## config.mk

```make
export PLATFORM = sky130hd
export DESIGN_NAME = up3_step_ctrl
export DESIGN_NICKNAME = d
export VERILOG_FILES = /design/src/rtl/up3_step_ctrl.sv
export SDC_FILE = /design/constraint.sdc
export NUM_CORES = 1
export LEC_CHECK = 0
export BUFFER_PORTS_ARGS = -buffer_cell sky130_fd_sc_hd__buf_2
export CAP_MARGIN = 10
export CORE_MARGIN = 2
export CORE_UTILIZATION = 60
export CTS_CLUSTER_SIZE = 10
export DETAILED_ROUTE_END_ITERATION = 8
export GPL_ROUTABILITY_DRIVEN = 0
export PLACE_DENSITY = 0.85
export SYNTH_ARGS = -nofsm -noshare
export SYNTH_HDL_FRONTEND = slang
export SYNTH_SLANG_ARGS = --single-unit
export TNS_END_PERCENT = 10
```

## constraint.sdc

```tcl
create_clock -name clk -period 2.08 [get_ports clk]
set_clock_uncertainty 0.05 [all_clocks]
set_input_delay 0.104 -clock clk [delete_from_list [all_inputs] [get_ports clk]]
set_output_delay 0.104 -clock clk [all_outputs]
set_load 0.05 [all_outputs]
```

## src/rtl/up3_step_ctrl.sv

```systemverilog
`default_nettype none
// ============================================================================
// Module      : up3_step_ctrl
// Description : Clock-enable generator for the up3 microprocessor. Turns the
//               bouncy active-low step button into a single-cycle step_en
//               pulse, or issues step_en at a fixed divided rate in free-run
//               mode.
// Ports       : clk        - board clock, all state on rising edge
//               reset      - asynchronous active-high reset
//               key_n      - raw step button, active-low, asynchronous
//               run_sw     - raw run/step slide switch, asynchronous
//               step_en    - one-clk-wide step pulse to the processor
//               run_led    - synchronized run_sw
//               step_count - steps issued since reset (optional counter)
// Options     : UP3_STEP_COUNT_EN - when defined, step_count is an 8-bit
//               wrapping count of step_en pulses; otherwise tied to 8'h00.
// Revision    : 1.0 - initial release
// ============================================================================
module up3_step_ctrl #(
    parameter int DEBOUNCE_CYCLES = 500000,
    parameter int RUN_DIV         = 25000000
) (
    input  logic       clk,
    input  logic       reset,
    input  logic       key_n,
    input  logic       run_sw,
    output logic       step_en,
    output logic       run_led,
    output logic [7:0] step_count
);

    localparam int CNT_W = $clog2(DEBOUNCE_CYCLES);
    localparam int DIV_W = $clog2(RUN_DIV);
    localparam logic [CNT_W-1:0] c_deb_last = CNT_W'(DEBOUNCE_CYCLES - 1);
    localparam logic [DIV_W-1:0] c_div_last = DIV_W'(RUN_DIV - 1);

    typedef enum logic [1:0] {
        S_IDLE         = 2'd0,
        S_PRESS_WAIT   = 2'd1,
        S_HELD         = 2'd2,
        S_RELEASE_WAIT = 2'd3
    } state_t;

    logic             r_key_s1, r_key_s2;
    logic             r_run_s1, r_run_s2;
    state_t           r_state, w_state_nxt;
    logic [CNT_W-1:0] r_cnt, w_cnt_nxt;
    logic             w_press_acc, r_press_acc;
    logic [DIV_W-1:0] r_div;
    logic             r_step_en;
    logic             w_pressed;
    logic             w_div_last;
    logic             w_step_src;

    // Two-FF synchronizers; the key chain resets to "released".
    always_ff @(posedge clk or posedge reset) begin
        if (reset) begin
            r_key_s1 <= 1'b1;
            r_key_s2 <= 1'b1;
            r_run_s1 <= 1'b0;
            r_run_s2 <= 1'b0;
        end else begin
            r_key_s1 <= key_n;
            r_key_s2 <= r_key_s1;
            r_run_s1 <= run_sw;
            r_run_s2 <= r_run_s1;
        end
    end

    assign w_pressed = ~r_key_s2;

    // Debounce FSM state register.
    always_ff @(posedge clk or posedge reset) begin
        if (reset) begin
            r_state     <= S_IDLE;
            r_cnt       <= '0;
            r_press_acc <= 1'b0;
        end else begin
            r_state     <= w_state_nxt;
            r_cnt       <= w_cnt_nxt;
            r_press_acc <= w_press_acc;
        end
    end

    // The counter holds the number of consecutive samples seen at the new
    // level; a level change is accepted once it has been stable
    // DEBOUNCE_CYCLES samples. Only the press edge yields press_acc.
    always_comb begin
        w_state_nxt = r_state;
        w_cnt_nxt   = r_cnt;
        w_press_acc = 1'b0;
        case (r_state)
            S_IDLE: begin
                if (w_pressed) begin
                    w_state_nxt = S_PRESS_WAIT;
                    w_cnt_nxt   = CNT_W'(1);
                end
            end
            S_PRESS_WAIT: begin
                if (!w_pressed) begin
                    w_state_nxt = S_IDLE;
                    w_cnt_nxt   = '0;
                end else if (r_cnt == c_deb_last) begin
                    w_state_nxt = S_HELD;
                    w_cnt_nxt   = '0;
                    w_press_acc = 1'b1;
                end else begin
                    w_cnt_nxt = r_cnt + CNT_W'(1);
                end
            end
            S_HELD: begin
                if (!w_pressed) begin
                    w_state_nxt = S_RELEASE_WAIT;
                    w_cnt_nxt   = CNT_W'(1);
                end
            end
            S_RELEASE_WAIT: begin
                if (w_pressed) begin
                    w_state_nxt = S_HELD;
                    w_cnt_nxt   = '0;
                end else if (r_cnt == c_deb_last) begin
                    w_state_nxt = S_IDLE;
                    w_cnt_nxt   = '0;
                end else begin
                    w_cnt_nxt = r_cnt + CNT_W'(1);
                end
            end
            default: begin
                w_state_nxt = S_IDLE;
                w_cnt_nxt   = '0;
            end
        endcase
    end

    // Run-mode divider: parked at 0 whenever run mode is off, so the first
    // auto step always lands RUN_DIV cycles after run_led rises.
    assign w_div_last = (r_div == c_div_last);

    always_ff @(posedge clk or posedge reset) begin
        if (reset) begin
            r_div <= '0;
        end else if (!r_run_s2 || w_div_last) begin
            r_div <= '0;
        end else begin
            r_div <= r_div + DIV_W'(1);
        end
    end

    // Exactly one source is selected by run_led; the self-mask guarantees
    // no back-to-back pulses across a mode change.
    assign w_step_src = (r_press_acc & ~r_run_s2) | (r_run_s2 & w_div_last);

    always_ff @(posedge clk or posedge reset) begin
        if (reset) begin
            r_step_en <= 1'b0;
        end else begin
            r_step_en <= w_step_src & ~r_step_en;
        end
    end

`ifdef UP3_STEP_COUNT_EN
    logic [7:0] r_step_count;

    always_ff @(posedge clk or posedge reset) begin
        if (reset) begin
            r_step_count <= 8'h00;
        end else if (r_step_en) begin
            r_step_count <= r_step_count + 8'd1;
        end
    end

    assign step_count = r_step_count;
`else
    assign step_count = 8'h00;
`endif

    assign step_en = r_step_en;
    assign run_led = r_run_s2;

endmodule
`default_nettype wire

```

==> summary.md <==
| Metric | Value |
|---|---|
| Avg Vias per Cell | `about 6.0` |
| CTS tree | `done` |
| Area grow syn2layout | `10.55%` |
| Period minus WS final | `roughly 2 ns` |
| Die ar. | `4936 um^2` |
| Synthesized area per cell | `9.719 um^2` |
| Clk buf depth | `2` |
| Dpl hpwl | `between 3000 and 4000 um` |
| Routed WL | `slightly above 5000 um` |
| Total chip power | `0.002448 W` |
| Final Util | `0.6780` |
| Post-synthesis sequential element count | `52` |
| Synthesized instance count | `between 200 and 300` |
| Global-route wire length before repair | `8887 um` |
| Critical path arrival | `2.16 ns` |
| Core footprint | `roughly 4300 um^2` |
| Fin cells | `~340` |
| H-Tree Depth | `2` |
| Tcrit/Tclk final | `0.9624` |
| Routed len/inst | `approximately 15 um` |
| MaxCap Viol Count | `0` |
| Die width | `roughly 70 um` |
| Post CTS Setup Buffer Count | `0` |
| IO buf count | `5` |
| Initial antenna violation count | `0` |
| Worst-path clk slew | `about 0.09 ns` |
| Max_slew headroom | `0.6517` |
| Crit path max fanout | `14` |
| Fin. Hold Viols | `0` |
| Nets | `between 200 and 300` |
| Slew @ Worst Pin | `between 0.5 and 0.6 ns` |
| Worst EP required | `2.24 ns` |
| Final setup TNS | `0 ns` |
| Main combinational cell family by area after synthesis | `simple AND/OR/NAND/NOR gates` |
| Startpoint Class | `flip-flop` |
| Mux share of post-synthesis cell area | `0.01520` |
| Yosys warns | `0` |
| Clk_lat worst skew | `a little over 0.3 ns` |
| Leak pwr | `about 1.3 nW` |
| Routed via count | `2037` |
| Initial Util | `0.6133` |
| Max Clk Rate | `~500 MHz` |
| Layout cells sized above 1 | `0.1310` |
| Synth Area in Compound Gates | `0.09549` |
| # clock sinks | `52` |
| Drt initial violations | `roughly 160` |
| Worst vdd ir | `just under 0.8 mV` |
| Xor-xnor portion of the synthesized cell area | `0.07981` |
| Vias in the first global route | `just under 2000` |
| Unrepaired setup endpoints after global routing | `false` |
| Post-synthesis sequential area ratio | `0.4950` |
| Inst Count DP | `331` |
| Num CTS Buffers | `5` |
| Final setup violation count | `0` |
| IO Count | `14` |
| Post-Syn Area | `~2600 um^2` |
| Routed Antenna Nets | `0` |
| FP Rows | `24` |
| Root buffer cell | `clkbuf_8` |
| Distinct cells, synth | `between 40 and 50` |
| Most frequent cells in the layout | `50 x dfrtp_1, 33 x nor2_1, 22 x nand3_1` |
| Status | `finished, final reports clean` |
| Commonest non-fill, non-tap cell in the layout | `dfrtp_1` |
| Die Ht | `between 70 and 80 um` |
| Worst setup EP type | `flip-flop` |
| Diode count | `0` |
| DRC | `0` |
| Post-Synth Adder-Cell Area | `0.009501` |
| GRT Total Usage | `0.2296` |
| Crit Path Category | `flip-flop to flip-flop` |
| Pin count of the biggest net entering global routing | `27` |
| Overflow left after global routing | `0` |
| Pwr dens | `between 800 and 900 nW/um^2` |
| DRT Pass-1 Iters | `5` |
| Final Max Tran Viols | `0` |
| Synth Area in Simple Gates | `0.2470` |
| Hold/Removal Path Class | `flip-flop to flip-flop` |
-- path summary, 6_finish.rpt --
path | start | endpoint | slack, ns | depth (start not counted)
hold / removal | r_key_s1$_DFF_PP1_ | r_key_s2$_DFF_PP1_ | 0.32 | 0
max in group asynchronous | reset | r_key_s2$_DFF_PP1_ | 1.00 | 4
hold reg to reg | r_key_s1$_DFF_PP1_ | r_key_s2$_DFF_PP1_ | 0.32 | 0
setup / recovery | r_div[15]$_DFF_PP0_ | r_div[1]$_DFF_PP0_ | 0.08 | 6
min in group asynchronous | reset | r_div[5]$_DFF_PP0_ | 0.33 | 3
setup reg to reg | r_div[15]$_DFF_PP0_ | r_div[1]$_DFF_PP0_ | 0.08 | 6
-- flip-flops by register name, summed over array words and instances, names as in the netlist, named ones only --
name	cells
run_led	1
r_press_acc	1
r_cnt	19
r_state	1
r_key_s1	1
r_key_s2	1
step_en	1
r_div	25
r_run_s1	1
-- worst max-delay path: stages (launching register included) --
cell	delay, ns
dfrtp_1	0.43
nor4b_1	0.36
nand4b_1	0.20
o41ai_4	0.46
buf_12	0.18
inv_2	0.04
and2_2	0.17
-- report_power, final --
group / internal (W) / switching (W)
Sequential: 0.00106 / 0.0000658
Clock: 0.000425 / 0.000331
Combinational: 0.000206 / 0.000358
Total: 0.00169 / 0.000755
-- through the flow --
stage	setup WS [ns]	hold slack, ns	instance area (um^2)
floorplan	0.2043	0.05848	2660
global placement	0.1346	0.1186	2745
detailed placement	0.05949	0.1222	2745
CTS	0.04254	0.3143	2902
global route	0.006617	0.3238	2912
finish	0.07818	0.3179	2912
-- cell type report --
type	count	area [um^2]
repair buffers	21	165.2
clock inverters	1	30.03
multi-input cells	200	1217
flip-flops and latches	52	1304
inverters	9	33.78
well taps	52	65.06
clock buffers	7	96.34
fillers	306	1383
-- kinds of logic after synthesis --
| group | count (synthesis) |
|---|---|
| simple gates | 122 |
| other cells | 1 |
| fa+ha+maj | 2 |
| xor+xnor | 24 |
| compound gates | 40 |
| buf+inv | 26 |
| flops | 52 |
| mux | 4 |
-- per-layer routing --
metal | global-route usage | routed length (um)
met3 | 0.03896 | 224
met5 | 0 | 0
met1 | 0.2949 | 2120
met4 | 0.1090 | 124
met2 | 0.3784 | 2688
-- synth_stat cells, drive strengths merged --
cell type	count	area share
a22o	1	0.0033
a21oi	15	0.029
or3	5	0.012
and2	3	0.0076
mux2i	4	0.015
dfrtp	50	0.48
o31a	1	0.0033
a211o	1	0.0033
nor4	4	0.018
nand3	22	0.042
and4b	1	0.0038
a21o	3	0.0086
ha	2	0.0095
conb	1	0.0014
nand2	17	0.024
clkbuf	4	0.0057
nor3b	1	0.0029
and4	2	0.0067
a31oi	1	0.0024
nand4b	1	0.0033
inv	9	0.013
and2b	1	0.0029
a211oi	2	0.0057
nor4bb	2	0.0076
xor2	15	0.050
nor3	7	0.013
nor4b	1	0.0033
buf	13	0.038
dfstp	2	0.020
or2	1	0.0033
a41oi	1	0.0033
o41ai	1	0.010
o21ai	14	0.027
and3	9	0.021
nand4	12	0.029
nor2	33	0.047
xnor2	9	0.030
-- repair_timing --
item	4_1_cts	5_1_grt
hold buffers	3	0
gates resized for setup	0	3
setup endpoints to repair	0	10
hold endpoints to repair	26	0
(Power assumes the default switching activity.)
